==> config.mk <==
export PLATFORM = sky130hd
export DESIGN_NAME = sprite_draw_scheduler
export DESIGN_NICKNAME = d
export VERILOG_FILES = /design/src/rtl/sprite_draw_scheduler.sv
export SDC_FILE = /design/constraint.sdc
export NUM_CORES = 1
export LEC_CHECK = 0
export BUFFER_PORTS_ARGS = -buffer_cell sky130_fd_sc_hd__buf_2
export CAP_MARGIN = 20
export CORE_AREA = 2 2 79 81
export DETAILED_ROUTE_END_ITERATION = 10
export DIE_AREA = 0 0 81 83
export PLACE_DENSITY = 0.92
export SYNTH_ARGS = -nofsm -noshare
export SYNTH_HDL_FRONTEND = slang
export SYNTH_SLANG_ARGS = --single-unit
==> constraint.sdc <==
create_clock -name i_clk -period 4.03 [get_ports i_clk]
set_clock_uncertainty 0.1 [all_clocks]
set_input_delay 0.806 -clock i_clk [delete_from_list [all_inputs] [get_ports i_clk]]
set_output_delay 0.806 -clock i_clk [all_outputs]
set_load 0.05 [all_outputs]
==> src/rtl/sprite_draw_scheduler.sv <==
// Shares one VGA plot port among several sprite controllers. Each granted move
// runs a clear pass at the old position, then a shifted draw pass.
module sprite_draw_scheduler #(
  parameter int NUM_SPRITES = 4,
  parameter int PIXELS      = 256,
  parameter int X_W         = 8,
  parameter int Y_W         = 7,
  parameter int COL_W       = 12
) (
  input  logic                              i_clk,
  input  logic                              i_resetn,
  input  logic                              i_hold,
  input  logic [NUM_SPRITES-1:0]            i_req,
  input  logic [NUM_SPRITES-1:0]            i_req_vert,
  input  logic [7*NUM_SPRITES-1:0]          i_req_amount,
  output logic [NUM_SPRITES-1:0]            o_ack,
  output logic                              o_busy,
  output logic [$clog2(NUM_SPRITES)-1:0]    o_grant_id,
  output logic [NUM_SPRITES-1:0]            o_spr_draw,
  output logic [NUM_SPRITES-1:0]            o_spr_clear,
  output logic [NUM_SPRITES-1:0]            o_spr_shift_h,
  output logic [NUM_SPRITES-1:0]            o_spr_shift_v,
  output logic [6:0]                        o_spr_shift_amount,
  input  logic [X_W*NUM_SPRITES-1:0]        i_spr_x,
  input  logic [Y_W*NUM_SPRITES-1:0]        i_spr_y,
  input  logic [COL_W*NUM_SPRITES-1:0]      i_spr_colour,
  output logic [X_W-1:0]                    o_vga_x,
  output logic [Y_W-1:0]                    o_vga_y,
  output logic [COL_W-1:0]                  o_vga_colour,
  output logic                              o_vga_plot
);

  localparam int IDX_W = $clog2(NUM_SPRITES);
  localparam int CNT_W = $clog2(PIXELS);

  typedef enum logic [2:0] {
    S_IDLE, S_GRANT, S_CLEAR, S_GAP, S_DRAW, S_ACK
  } state_t;

  state_t             r_state;
  state_t             w_next;
  logic [CNT_W-1:0]   r_cnt;
  logic [IDX_W-1:0]   r_rr_last;
  logic [IDX_W-1:0]   r_grant;
  logic [6:0]         r_amount;
  logic               r_vert;

  logic [IDX_W-1:0]   w_sel;
  logic               w_any;
  logic               w_last_pix;
  logic [NUM_SPRITES-1:0] w_onehot;

  // Walk from the lowest-priority slot (rr_last) towards the highest so the
  // slot nearest to rr_last+1 is the one that sticks.
  always_comb begin
    w_sel = '0;
    w_any = 1'b0;
    for (int k = NUM_SPRITES; k >= 1; k--) begin
      if (i_req[(int'(r_rr_last) + k) % NUM_SPRITES]) begin
        w_sel = IDX_W'((int'(r_rr_last) + k) % NUM_SPRITES);
        w_any = 1'b1;
      end
    end
  end

  assign w_last_pix = (r_cnt == CNT_W'(PIXELS - 1));
  assign w_onehot   = NUM_SPRITES'(1) << r_grant;

  always_comb begin
    w_next = r_state;
    case (r_state)
      S_IDLE:  if (!i_hold && w_any) w_next = S_GRANT;
      S_GRANT: w_next = S_CLEAR;
      S_CLEAR: if (w_last_pix) w_next = S_GAP;
      S_GAP:   w_next = S_DRAW;
      S_DRAW:  if (w_last_pix) w_next = S_ACK;
      S_ACK:   w_next = S_IDLE;
      default: w_next = S_IDLE;
    endcase
  end

  always_ff @(posedge i_clk or negedge i_resetn) begin
    if (!i_resetn) begin
      r_state   <= S_IDLE;
      r_cnt     <= '0;
      r_rr_last <= IDX_W'(NUM_SPRITES - 1);
      r_grant   <= '0;
      r_amount  <= '0;
      r_vert    <= 1'b0;
    end else begin
      r_state <= w_next;
      if (r_state == S_IDLE && w_next == S_GRANT) begin
        r_grant  <= w_sel;
        r_amount <= i_req_amount[7*w_sel +: 7];
        r_vert   <= i_req_vert[w_sel];
      end
      if (r_state == S_GRANT) r_rr_last <= r_grant;
      // Counter wraps to 0 on the last pixel, ready for the next pass.
      if (r_state == S_CLEAR || r_state == S_DRAW) r_cnt <= r_cnt + CNT_W'(1);
    end
  end

  always_comb begin
    o_ack              = '0;
    o_busy             = (r_state != S_IDLE);
    o_grant_id         = r_grant;
    o_spr_draw         = '0;
    o_spr_clear        = '0;
    o_spr_shift_h      = '0;
    o_spr_shift_v      = '0;
    o_spr_shift_amount = '0;
    o_vga_plot         = 1'b0;
    case (r_state)
      S_CLEAR: begin
        o_spr_draw  = w_onehot;
        o_spr_clear = w_onehot;
        o_vga_plot  = 1'b1;
      end
      S_DRAW: begin
        o_spr_draw         = w_onehot;
        o_spr_shift_v      = r_vert ? w_onehot : '0;
        o_spr_shift_h      = r_vert ? '0 : w_onehot;
        o_spr_shift_amount = r_amount;
        o_vga_plot         = 1'b1;
      end
      S_ACK:   o_ack = w_onehot;
      default: ;
    endcase
  end

  always_comb begin
    o_vga_x      = '0;
    o_vga_y      = '0;
    o_vga_colour = '0;
    if (o_vga_plot) begin
      o_vga_x      = i_spr_x[X_W*r_grant +: X_W];
      o_vga_y      = i_spr_y[Y_W*r_grant +: Y_W];
      o_vga_colour = i_spr_colour[COL_W*r_grant +: COL_W];
    end
  end

endmodule

# After elaboration in Yosys (flattened, before gate mapping)
# Cells that the tools add are included.
# classes
add_sub_neg	5
multipliers	3
n_div	0
order_cmp	5
eq_ne	7
n_shift	5
mux	38
n_bitwise	4
reduce_logical	11
# ops
cell	n
28-bit by 6-bit indexed part select with 7-bit output	2
48-bit by 7-bit indexed part select with 12-bit output	1
32-bit by 6-bit indexed part select with 8-bit output	1
4-bit 2-to-1 mux	7
3-bit by 4-bit less-than comparator with 1-bit output, second input constant	4
3-bit one-hot mux with 5 select lines	1
1-bit 2-to-1 mux	14
7-bit 2-to-1 mux	2
12-bit 2-to-1 mux	1
1-bit binary-select mux with 2-bit select	5
3-bit by 2-bit multiplier with 5-bit output, first input constant	2
2-bit OR reduction	5
3-bit 2-to-1 mux	3
8-bit by 1-bit adder with 8-bit output, second input constant	1
8-bit equality test, second input constant	1
2-bit 2-to-1 mux	4
8-bit 2-to-1 mux	1
3-bit by 1-bit equality test with 1-bit output, second input constant	2
3-bit by 2-bit equality test with 1-bit output, second input constant	2
3-bit equality test, second input constant	2
2-bit by 1-bit adder with 2-bit output, second input constant	2
2-bit adder, second input constant	2
1-bit AND, first input constant	4
2-bit by 2-bit multiplier with 4-bit output, first input constant	1
other kinds (7)	8
# totals
regBits	23
latch_bits	0
ram_bits	0
rom_bits	0
in_bits	147
out_inout_bits	58
word_cells	84
mem_count	0

# Logic depth before layout (Yosys ltp)
# depth
ltp_word	15
mapped_depth	7
depth_no_buf	5

# Worst setup path before layout
# Ideal clock, no wire load.
# synth_path
path_kind	reg2out
startpoint	reg r_grant[0], in the netlist o_grant_id[0]
endpoint	out o_spr_shift_h[0]
arrival_time_ns	2.795
required_time_ns	3.124
slack_ns	0.329
path_stages_with_launch	5
path_cell_list	dfrtp_1 -> buf_2 -> buf_2 -> buf_2 -> nor4_1
# synth_between
elab_chain_cells	3
# synth_rtl
element	line_no	source
start, declared	44	logic [IDX_W-1:0] r_grant;
start signal, assigned	93	r_grant <= w_sel;
1-bit by 2-bit left shift with 4-bit output	67	assign w_onehot = NUM_SPRITES'(1) << r_grant;
4-bit 2-to-1 mux	122	o_spr_shift_h = r_vert ? '0 : w_onehot;
4-bit 2-to-1 mux	113	case (r_state)
end, declared	21	output logic [NUM_SPRITES-1:0] o_spr_shift_h,
# Every way passes these cells.

# Worst setup path after layout
# layout_path
startpoint	reg r_grant[1], in the netlist o_grant_id[1]
endpoint	out o_vga_y[6]
# layout_between
elab_chain_cells	3
# layout_rtl
element	line_no	source
3-bit by 2-bit multiplier with 5-bit output	137	o_vga_y = i_spr_y[Y_W*r_grant +: Y_W];
28-bit by 6-bit indexed part select with 7-bit output	137	
7-bit 2-to-1 mux	135	if (o_vga_plot) begin
end, declared	28	output logic [Y_W-1:0] o_vga_y,
# Every way passes these cells.

==> metrics.cfg <==
[status]
status=complete, no violations

[power]
p_total_uw=831
swShare_pct=41.4
p_int_uw=487
vdd_drop_max_mv=0.190
leakage_uw=0.00175
pwr-share-clk_pct=17.0
p_comb_share_pct=51.9
powerDensity_nw_per_um2=250
p_sw_uw=344
p_seq_share_pct=31.1

[critical_path]
criticalPathCategory=register to primary output
crit_chain=buf_4 > mux4_2 > and2_1 > buf_2
cp.required_ns=3.12
rr_startpoint=r_rr_last[1]
cp_slowest_cell=dfrtp_1
r2r_end=r_amount[4]
slowest_delay_ns=1.05
cp_max_fo=29
startpoint_type=register
cp.arrival_ns=2.44
rr_worst_depth=5
endpoint_kind=primary output
reg2reg_slack_ns=1.68

[global_routing]
grtUsageTotal_pct=25.2
grt_pass1_wl_mm=13.1
grt_max_degree=39
antenna_found_initial=0
grt_pass1_vias=2634
grt_overflow=0

[detailed_routing]
drt_pass1_iterations=4
viasPerCell=5.34
vias=2594
drc=0
wl_per_cell_microns=17.9
routed_wl_mm=8.68
drtAntennaViolNets=0
drt-initial-drc-count=111

[yosys]
synthDistinctLibCells=31
syn-cell-area_sq_um=2210
synth_cells=217
ys_ff_latch=23
synthesis.nets=365
synth.avg_cell_area_sq_um=10.2
ys_warn_count=0
seq_area_frac_synth_pct=26.1

[floorplan]
die_h_microns=83
die-area_sq_um=6720
die_w_microns=81
core_area_sq_um=5820
initial_core_util_pct=38.0
rows=28
io_pins=205

[sta]
slew_viol_final=0
finalSetupViolCount=0
relSlewSlack_pct=28.3
hold_violations=0
tightest_slew_ns=1.08
hold_slack_ns=0.377
rsz0062_at_grt=no
min_period_ns=3.34
max_freq_ghz=0.299
tns_ns=0
fin_crit_sh_pct=83.0

[clock_tree]
htreeDepth=1
cts-root-buf=clkbuf_8
clock_path_buffers=2
cts_buffers=3
cts_setup_buffers=0
cts.reportedPaths.clkPinSlew_ns=0.08
ctsHoldBuffers=0
cts-resized-gates=0
cts.sinks=23
cts_tree=done
clock_latency_ns=0.26

[cells_and_area]
drive_gt1_share_pct=59.5
stdcell_area_sq_um=3330
syn_to_final_growth_pct=50.5
nFillCells=530
fin_nets=559
fin_cells=486

[worst_hold_path]
whs_path_depth=1
hold_class=register to register
min-delay-start=r_cnt[4]
min_to=r_cnt[4]

[place]
hpwl_mm=7.24
gp_congestion=0.914
portBuffers=204
dp.cells=480
dpl_cell_area_sq_um=3260

[run]
drv_cap=0

power by group through the flow:
stage	combinational (uW)	clock [uW]	sequential [uW]
2_1_floorplan	294	0	257
3_3_place_gp	409	0	273
3_5_place_dp	416	0	274
4_1_cts	418	145	270
5_1_grt	459	152	261
6_report	431	142	259
synthesized netlist by cell type:
library cell | instances | area [sq um]
ha_1 | 1 | 12.5
dfstp_2 | 2 | 52.6
dfrtp_1 | 21 | 526
buf_6 | 1 | 11.3
a21o_1 | 2 | 15.0
a31oi_1 | 1 | 6.26
buf_2 | 6 | 30.0
and2_1 | 27 | 169
or3_4 | 1 | 11.3
mux2i_1 | 16 | 160
and3_1 | 9 | 56.3
o21ai_0 | 2 | 10.0
o21ai_1 | 1 | 5.00
or2_2 | 1 | 6.26
nor2_1 | 16 | 60.1
inv_1 | 2 | 7.51
a21boi_0 | 1 | 7.51
nand3_1 | 4 | 20.0
mux4_2 | 27 | 608
mux2_2 | 1 | 11.3
nand2b_1 | 10 | 62.6
nor3_1 | 8 | 40.0
o221ai_1 | 9 | 78.8
nand2_1 | 20 | 75.1
or2_1 | 1 | 6.26
nor4_1 | 1 | 6.26
a211o_1 | 1 | 8.76
nand4_1 | 6 | 37.5
clkbuf_1 | 10 | 37.5
xnor2_1 | 8 | 70.1
inv_2 | 1 | 3.75
worst max-delay path, delay by kind of cell, from the launching register on:
kind,cells,cell delay (ns)
buffers and inverters,2,0.56
multiplexers,1,0.37
flip-flops,1,1.05
AND/OR/NAND/NOR,1,0.18
per-stage QoR:
step	util (%)	worst slack, ns
after floorplan	-	0.329
after CTS	56.8	0.642
final	57.2	0.687
after global routing	57.2	0.573
after detailed placement	56.0	0.943
after global placement	56.0	0.928
area by class of cell:
cell class	instances	area, sq um	area share [%]
inverter	3	11.3	0.338
clock buffer	3	41.3	1.24
timing repair buffer	206	1050	31.5
tap	75	93.8	2.82
antenna	1	2.50	0.0752
sequential	23	579	17.4
multi-input combinational	174	1540	46.4
clock inverter	1	7.51	0.226
registers in the layout, indices dropped and copies added, names as in the netlist:
| name | cells |
|---|---|
| r_cnt | 8 |
| r_amount | 7 |
| r_state | 3 |
| o_grant_id | 2 |
| r_rr_last | 2 |
| r_vert | 1 |
worst max-delay path by stage:
stage	startpoint	to	slack [ns]
after floorplan	o_grant_id[0]	o_spr_shift_h[0]	0.33
after global routing	o_grant_id[1]	o_vga_y[6]	0.57
after CTS	o_grant_id[1]	o_vga_y[6]	0.64
final	o_grant_id[1]	o_vga_y[6]	0.69
after global placement	o_grant_id[1]	o_vga_y[6]	0.93
after detailed placement	o_grant_id[1]	o_vga_y[6]	0.94
logic make-up (layout without fill, tap and decap cells):
family	Yosys count	in the layout	share of synthesized area, %
AND/OR/NAND/NOR	104	104	24.9
multiplexers	44	44	35.2
flip-flops	23	23	26.1
buffers and inverters	20	213	4.07
AO/OA/AOI/OAI	17	17	5.94
XOR/XNOR	8	8	3.17
adder cells (fa/ha/maj)	1	1	0.566
other	0	1	0
routing by layer:
metal	wire length [microns]	global-route usage [%]
met5	0	0
met4	193	6.32
met3	798	6.63
met2	4070	40.7
met1	3620	33.5
placed cells by master (no fill, tap or decap), drive strengths merged:
cell	Yosys	routed
inv	3	3
nor2	16	16
and3	9	9
or3	1	1
nand2	20	20
mux2i	16	16
a31oi	1	1
nor3	8	8
mux4	27	27
ha	1	1
buf	7	206
or2	2	2
dfstp	2	2
clkinvlp	0	1
dfrtp	21	21
o221ai	9	9
diode	0	1
o21ai	3	3
nor4	1	1
xnor2	8	8
clkbuf	10	3
nand4	6	6
nand2b	10	10
nand3	4	4
a21boi	1	1
and2	27	27
a211o	1	1
mux2	1	1
a21o	2	2
Note: power is estimated with default switching activity, not from simulation.
